==> src/rtl/intr_claim_arb.sv <==
// rtl/intr_claim_arb.sv - single-target interrupt arbiter with claim/complete handshake
// Optional feature macro: INTR_CLAIM_ARB_RR_EN (round-robin arbitration instead of fixed priority).
module intr_claim_arb #(
    parameter int NumSrc = 8,
    parameter int IdW    = 3
) (
    input  logic              clk_i,
    input  logic              rst_ni,
    input  logic [NumSrc-1:0] intr_src_i,
    input  logic [NumSrc-1:0] mask_i,
    input  logic              claim_i,
    input  logic              complete_i,
    input  logic [IdW-1:0]    complete_id_i,
    output logic              irq_o,
    output logic [IdW-1:0]    claim_id_o,
    output logic              busy_o,
    output logic [NumSrc-1:0] pending_o,
    output logic              err_o
);

    localparam logic [1:0] StIdle    = 2'd0;
    localparam logic [1:0] StNotify  = 2'd1;
    localparam logic [1:0] StClaimed = 2'd2;

    logic [1:0]        state_q, state_d;
    logic [NumSrc-1:0] pending_q, pending_d;
    logic [NumSrc-1:0] in_svc_q, in_svc_d;
    logic [NumSrc-1:0] req, sel_oh, claim_clr;
    logic [IdW-1:0]    claim_id_q, claim_id_d, win_id;
    logic              err_q, err_d;

    assign req    = pending_q & mask_i;
    assign sel_oh = {{(NumSrc-1){1'b0}}, 1'b1} << claim_id_q;

`ifdef INTR_CLAIM_ARB_RR_EN
    logic [IdW-1:0]      rr_ptr_q;
    logic [2*NumSrc-1:0] req_rot_dbl;
    logic [NumSrc-1:0]   req_rot;
    logic [IdW-1:0]      rot_off;
    logic [IdW:0]        rr_sum;

    // Rotate requests so the search always begins at bit 0, then map the offset back.
    assign req_rot_dbl = {req, req} >> rr_ptr_q;
    assign req_rot     = req_rot_dbl[NumSrc-1:0];

    always_comb begin
        rot_off = '0;
        for (int i = NumSrc - 1; i >= 0; i--) begin
            if (req_rot[i]) begin
                rot_off = IdW'(i);
            end
        end
        rr_sum = {1'b0, rr_ptr_q} + {1'b0, rot_off};
        if (rr_sum >= (IdW+1)'(NumSrc)) begin
            rr_sum = rr_sum - (IdW+1)'(NumSrc);
        end
        win_id = rr_sum[IdW-1:0];
    end

    // Pointer moves only on an accepted claim, never on a mask withdrawal.
    always_ff @(posedge clk_i or negedge rst_ni) begin
        if (!rst_ni) begin
            rr_ptr_q <= '0;
        end else if (state_q == StNotify && claim_i) begin
            if ({1'b0, claim_id_q} == (IdW+1)'(NumSrc - 1)) begin
                rr_ptr_q <= '0;
            end else begin
                rr_ptr_q <= claim_id_q + 1'b1;
            end
        end
    end
`else
    always_comb begin
        win_id = '0;
        for (int i = NumSrc - 1; i >= 0; i--) begin
            if (req[i]) begin
                win_id = IdW'(i);
            end
        end
    end
`endif

    always_comb begin
        state_d    = state_q;
        claim_id_d = claim_id_q;
        in_svc_d   = in_svc_q;
        claim_clr  = '0;
        err_d      = 1'b0;
        case (state_q)
            StIdle: begin
                if (|req) begin
                    state_d    = StNotify;
                    claim_id_d = win_id;
                end
                if (claim_i || complete_i) begin
                    err_d = 1'b1;
                end
            end
            StNotify: begin
                if (claim_i) begin
                    claim_clr = sel_oh;
                    in_svc_d  = in_svc_q | sel_oh;
                    state_d   = StClaimed;
                end else if (!(|(mask_i & sel_oh))) begin
                    state_d = StIdle;
                end
                if (complete_i) begin
                    err_d = 1'b1;
                end
            end
            StClaimed: begin
                if (complete_i) begin
                    if (complete_id_i == claim_id_q) begin
                        in_svc_d = in_svc_q & ~sel_oh;
                        state_d  = StIdle;
                    end else begin
                        err_d = 1'b1;
                    end
                end
                if (claim_i) begin
                    err_d = 1'b1;
                end
            end
            default: begin
                state_d = StIdle;
            end
        endcase
        // Gating on the next in-service value lets a held level re-pend the cycle after completion.
        pending_d = (pending_q & ~claim_clr) | (intr_src_i & ~in_svc_d);
    end

    always_ff @(posedge clk_i or negedge rst_ni) begin
        if (!rst_ni) begin
            state_q    <= StIdle;
            pending_q  <= '0;
            in_svc_q   <= '0;
            claim_id_q <= '0;
            err_q      <= 1'b0;
        end else begin
            state_q    <= state_d;
            pending_q  <= pending_d;
            in_svc_q   <= in_svc_d;
            claim_id_q <= claim_id_d;
            err_q      <= err_d;
        end
    end

    assign irq_o      = (state_q == StNotify);
    assign busy_o     = (state_q == StClaimed);
    assign claim_id_o = (state_q == StIdle) ? '0 : claim_id_q;
    assign pending_o  = pending_q;
    assign err_o      = err_q;

endmodule
==> config.mk <==
export PLATFORM = sky130hd
export DESIGN_NAME = intr_claim_arb
export DESIGN_NICKNAME = d
export VERILOG_FILES = /design/src/rtl/intr_claim_arb.sv
export SDC_FILE = /design/constraint.sdc
export NUM_CORES = 1
export LEC_CHECK = 0
export BUFFER_PORTS_ARGS = -buffer_cell sky130_fd_sc_hd__buf_2
export CORE_MARGIN = 5
export CORE_UTILIZATION = 45
export DETAILED_ROUTE_END_ITERATION = 10
export PLACE_DENSITY = 0.7
export SYNTH_ARGS = -nofsm -noshare
export SYNTH_HDL_FRONTEND = slang
export SYNTH_SLANG_ARGS = --single-unit
==> constraint.sdc <==
create_clock -name clk_i -period 3.8 [get_ports clk_i]
set_input_delay 0.38 -clock clk_i [delete_from_list [all_inputs] [get_ports clk_i]]
set_output_delay 0.38 -clock clk_i [all_outputs]
set_load 0.01 [all_outputs]
# Word level (Yosys, flattened, before mapping)
# Index checks and enable logic that the tools add are counted.
# classes
add_sub_neg,0
mul,0
div_mod_pow,0
order_cmp,0
n_eq_ne,7
shifts,1
n_mux,27
n_bitwise,10
reduce_logical,6
# ops
cell,count
$and A8 B8 Y8,5
$mux W8,5
$mux W3,9
$not A8 Y8,3
$or A8 B8 Y8,2
$pmux W8 S2,1
$reduce_or A8 Y1,2
$mux W2,5
$shl A1 B3 Y8 const A,1
$pmux W2 S3,1
$mux W1,5
$ne A2 B2 Y1 const B,2
$reduce_and A4 Y1,1
$eq A3 B3 Y1,1
$ne A3 B3 Y1 const B,1
$pmux W1 S3,1
$eq A2 B1 Y1 const B,1
$eq A2 B2 Y1 const B,1
$logic_not A2 Y1,1
$ne A2 B1 Y1 const B,1
$reduce_and A2 Y1,1
$logic_or A1 B1 Y1,1
# totals
regBits,22
latch_bits,0
mem_bits_rw,0
rom_bits,0
in_bits,23
memories,0

# Depth between registers and ports, before layout
# logic_depth
ltp_word,9
mapped_depth,7
depth_no_buf,6

# Worst setup path before layout
# No wires, ideal clock.
# synth_timing
path_kind,register to register
from,register state_q[1]
to,register pending_q[0] (netlist: pending_o[0])
setup_ns,0.083
arrival_time_ns,1.660
required_time_ns,3.717
setup_slack_ns,2.057
stages_incl_launch_ff,7
period_less_slack_ns,1.743
cell_sequence,dfrtp_1 inv_1 ha_1 clkbuf_1 nor3b_1 a211oi_1 o21ai_0
# synth_between
elab_chain_len,5
elab_cells_between_ends,9
# synth_lines
item,line,text
"start, declared",25,"logic [1:0] state_q, state_d;"
"start signal, assigned",134,state_q <= StIdle;
"start signal, assigned",140,state_q <= state_d;
$eq A2 B1 Y1,--,
via irq_o,14,"output logic irq_o,"
$pmux W8 S2,89,case (state_q)
via in_svc_d[0],27,"logic [NumSrc-1:0] in_svc_q, in_svc_d;"
$not A8 Y8,129,pending_d = (pending_q & ~claim_clr) | (intr_src_i & ~in_svc_d);
$and A8 B8 Y8,129,
$or A8 B8 Y8,129,
via pending_d[0],26,"logic [NumSrc-1:0] pending_q, pending_d;"
"end signal, assigned",141,pending_q <= pending_d;
"end, declared",26,
# The timed path passes the listed nets, and every way through them passes these cells.
# A chain may end at the register's enable or synchronous reset.

# Worst setup path in the final report
# layout_timing
from,register state_q[1]
to,register pending_q[0] (netlist: pending_o[0])
# layout_between
elab_chain_len,5
elab_cells_between_ends,9
# layout_lines
item,line
$eq A2 B2 Y1 or $eq A2 B1 Y1 (tied branches),89
$pmux W8 S2 *,89
via in_svc_d[0],27
$not A8 Y8 *,129
$and A8 B8 Y8 *,129
$or A8 B8 Y8 *,129
via pending_d[0],26
# The timed path passes the listed nets; every way through them passes the cells marked *.

==> flow_summary_export.csv <==
group,metric,value,unit
timing,setup-tns-final,0,ns
power_and_ir_drop,p_int,0.575,mW
grt,grt_overflow,0,
worst_setup_path,endpoint_kind,"register",
grt,grt_pass1_wl,5.73,mm
power_and_ir_drop,pwr-share-seq,37.8,%
clocking,holdBufCountCts,0,
layout,fin_util,52.8,%
layout,n_antenna_cell,0,
yosys,synthCells,148,
clocking,clock_path_buffers,2,
timing,worst_slew_pin_slew,0.994,ns
placement,dp_hpwl,2.62,mm
yosys,yosysWarningCount,0,
power_and_ir_drop,ir_worst_vdd,0.249,mV
drt,postRouteAntennaNets,0,
layout,final_nets,207,
timing,setup_viol,0,
yosys,yosysTopAreaCell,"dfrtp_1",
clocking,cts-root-buf,"clkbuf_4",
grt,antenna_found_initial,0,
timing,min_period_over_period,56.6,%
layout,area_growth,14.6,%
yosys,ys_seq_elements,22,
clocking,cts_setup_buffers,0,
yosys,yosysSeqAreaShare,39.8,%
power_and_ir_drop,pwr_density_cell,670,nW/um^2
power_and_ir_drop,leakagePower,0.715,nW
power_and_ir_drop,switching_share,45.9,%
yosys,synth_area_leaders,"dfrtp_1, a21oi_1, o21ai_0, nand2_1, ha_1",
power_and_ir_drop,power_switching,0.487,mW
grt,grt_max_degree,23,
grt,grt_pass1_vias,1217,
clocking,cts.sinks,22,
clocking,clk_latency,0.32,ns
yosys,synthTopCellsByCount,"dfrtp_1, nand2_1, a21oi_1, inv_1, o21ai_0",
yosys,synth_ff_type,"dfrtp_1",
yosys,ys_async_sr_fraction,100,%
timing,fin_crit,2.15,ns
yosys,synth_fp_nets,175,
drt,wl,3.45,mm
yosys,synth_cell_type_count,41,
floorplan,io_pins,37,
floorplan,row_count,20,
power_and_ir_drop,clkPwrFrac,12.5,%
placement,place_area,1550,um^2
worst_setup_path,slowest_delay,0.85,ns
yosys,yosysTopAreaCellShare,39.8,%
timing,drv_slew,0,
timing,slew_headroom,33.6,%
drt,routedWlPerCell,16.3,um
worst_hold_path,hold_path.class,"primary input to async pin",
worst_setup_path,crit_path_start_kind,"register",
placement,gp_congestion,0.830,
flow_run,cap_violations,0,
worst_setup_path,critPathArrivalTime,2.39,ns
timing,skew,0.00795,ns
clocking,cts_buffers,3,
status,status,"finished clean",
floorplan,die_y,65.4,um
placement,portBuffers,36,
layout,fin_area,1580,um^2
drt,drt_iter0_drc,50,
worst_setup_path,cp_max_fo,12,
drt,drt_pass1_iterations,4,
drt,drc_errors,0,
grt,grt.total_usage,17.3,%
floorplan,floorplan.initialDensity,46.0,%
worst_setup_path,cp_slowest_cell,"nor3b_1",
yosys,yosysMostFrequentCell,"dfrtp_1",
layout,drive_gt1_share,25.7,%
floorplan,die_w,65.4,um
clocking,postCtsResizedCells,0,
yosys,synth_edf_count,0,
worst_setup_path,cp.required,4.04,ns
drt,vias,1269,
timing,timing_hold_violations_final,0,
clocking,cts_tree,"built",
power_and_ir_drop,power_frac_comb,49.7,%
worst_setup_path,worstPathCellList,"inv_1 -> ha_1 -> nor3b_1 -> a211oi_1 -> o21ai_0",
worst_setup_path,critical_path_class,"register to register",
floorplan,coreArea,3000,um^2
timing,rsz0062_at_grt,"no",
clocking,clk_pin_slew,0.13,ns
drt,via_per_inst,5.99,
yosys,netlist_area,1380,um^2
floorplan,dieArea,4280,um^2
clocking,h-tree-depth,1,
timing,clock.fmax,0.465,GHz
yosys,avgSynthCellArea,9.34,um^2
## flip-flops by register name, indices dropped and copies added (netlist names)
signal and count:
claim_id_q 3, err_o 1, in_svc_q 8, pending_o 8, state_q 2
## final timing paths
check	startpoint	endpoint	slack, ns	cells after the start
worst max-delay path	state_q[1]$_DFFE_PN0P_	pending_o[0]$_DFF_PN0_	1.65	5
worst min-delay path	rst_ni	pending_o[4]$_DFF_PN0_	0.006	1
worst max register to register	state_q[1]$_DFFE_PN0P_	pending_o[0]$_DFF_PN0_	1.65	5
worst min register to register	pending_o[1]$_DFF_PN0_	pending_o[1]$_DFF_PN0_	0.56	2
max in group asynchronous	rst_ni	pending_o[1]$_DFF_PN0_	3.45	1
min in group clk_i	intr_src_i[2]	pending_o[2]$_DFF_PN0_	0.28	3
## power by group through the flow
stage | registers, mW | clock network, mW | logic [mW]
floorplan | 0.344 | 0 | 0.464
global placement | 0.402 | 0 | 0.510
global route | 0.413 | 0.147 | 0.589
finish | 0.401 | 0.133 | 0.527
detailed placement | 0.404 | 0 | 0.527
CTS | 0.400 | 0.136 | 0.528
## layout make-up
cell class,instances,area [um^2]
Sequential cell,22,551
Clock buffer,4,36.3
Tap cell,33,41.3
Multi-Input combinational cell,105,731
Fill cell,306,1420
Timing Repair Buffer,36,180
Inverter,12,45.0
## cells in the final DEF (no fill, tap or decap), types with 2 or more instances in the layout
cell / count
a22oi_1: 4
o21ai_1: 3
a211oi_1: 6
nor2_1: 6
o31ai_1: 2
dfrtp_1: 22
clkbuf_4: 3
xor2_1: 2
and3_1: 2
ha_1: 4
nand3_1: 5
buf_2: 36
a21oi_1: 12
a31oi_1: 2
nor2b_1: 4
a32o_1: 2
a22o_1: 4
o21ai_0: 12
nor3b_1: 2
nand2_1: 14
a311oi_1: 2
inv_1: 12
## through the flow
stage | cells | hold WS, ns | power [mW] | setup slack (ns)
floorplan | 148 | 0.0844 | 0.809 | 2.06
global placement | 208 | 0.367 | 0.912 | 1.75
detailed placement | 208 | 0.377 | 0.931 | 1.61
CTS | 212 | 0.0241 | 1.06 | 1.60
global route | 212 | 0.0411 | 1.15 | 1.45
finish | 212 | 0.00595 | 1.06 | 1.65
## cells by family after synthesis
| group | synth area share, % |
|---|---|
| AOI/OAI and AO/OA | 28.2 |
| and+or+nand+nor | 15.1 |
| DFF | 39.8 |
| buffers and inverters | 7.33 |
| adders and majority gates | 3.62 |
| xor gates and xnor gates | 3.26 |
| muxes | 2.62 |
## layer usage
metal | routed length (um) | share of wire, % | GRT usage [%] | vias to the layer above
met5 | 0 | 0 | 0 | -
met4 | 37 | 1.1 | 4.66 | 0
met3 | 281 | 8.1 | 4.44 | 6
met2 | 1640 | 48 | 28.1 | 40
met1 | 1490 | 43 | 22.7 | 620
li1 | - | - | - | 603
## critical path: cells and delay by family, from the launching register on
family	cells	cell delay, ns
flip-flops	1	0.43
buffers and inverters	1	0.09
AND/OR/NAND/NOR	1	0.85
AO/OA/AOI/OAI	2	0.37
adder cells (fa/ha/maj)	1	0.33
(Power assumes the default switching activity.)
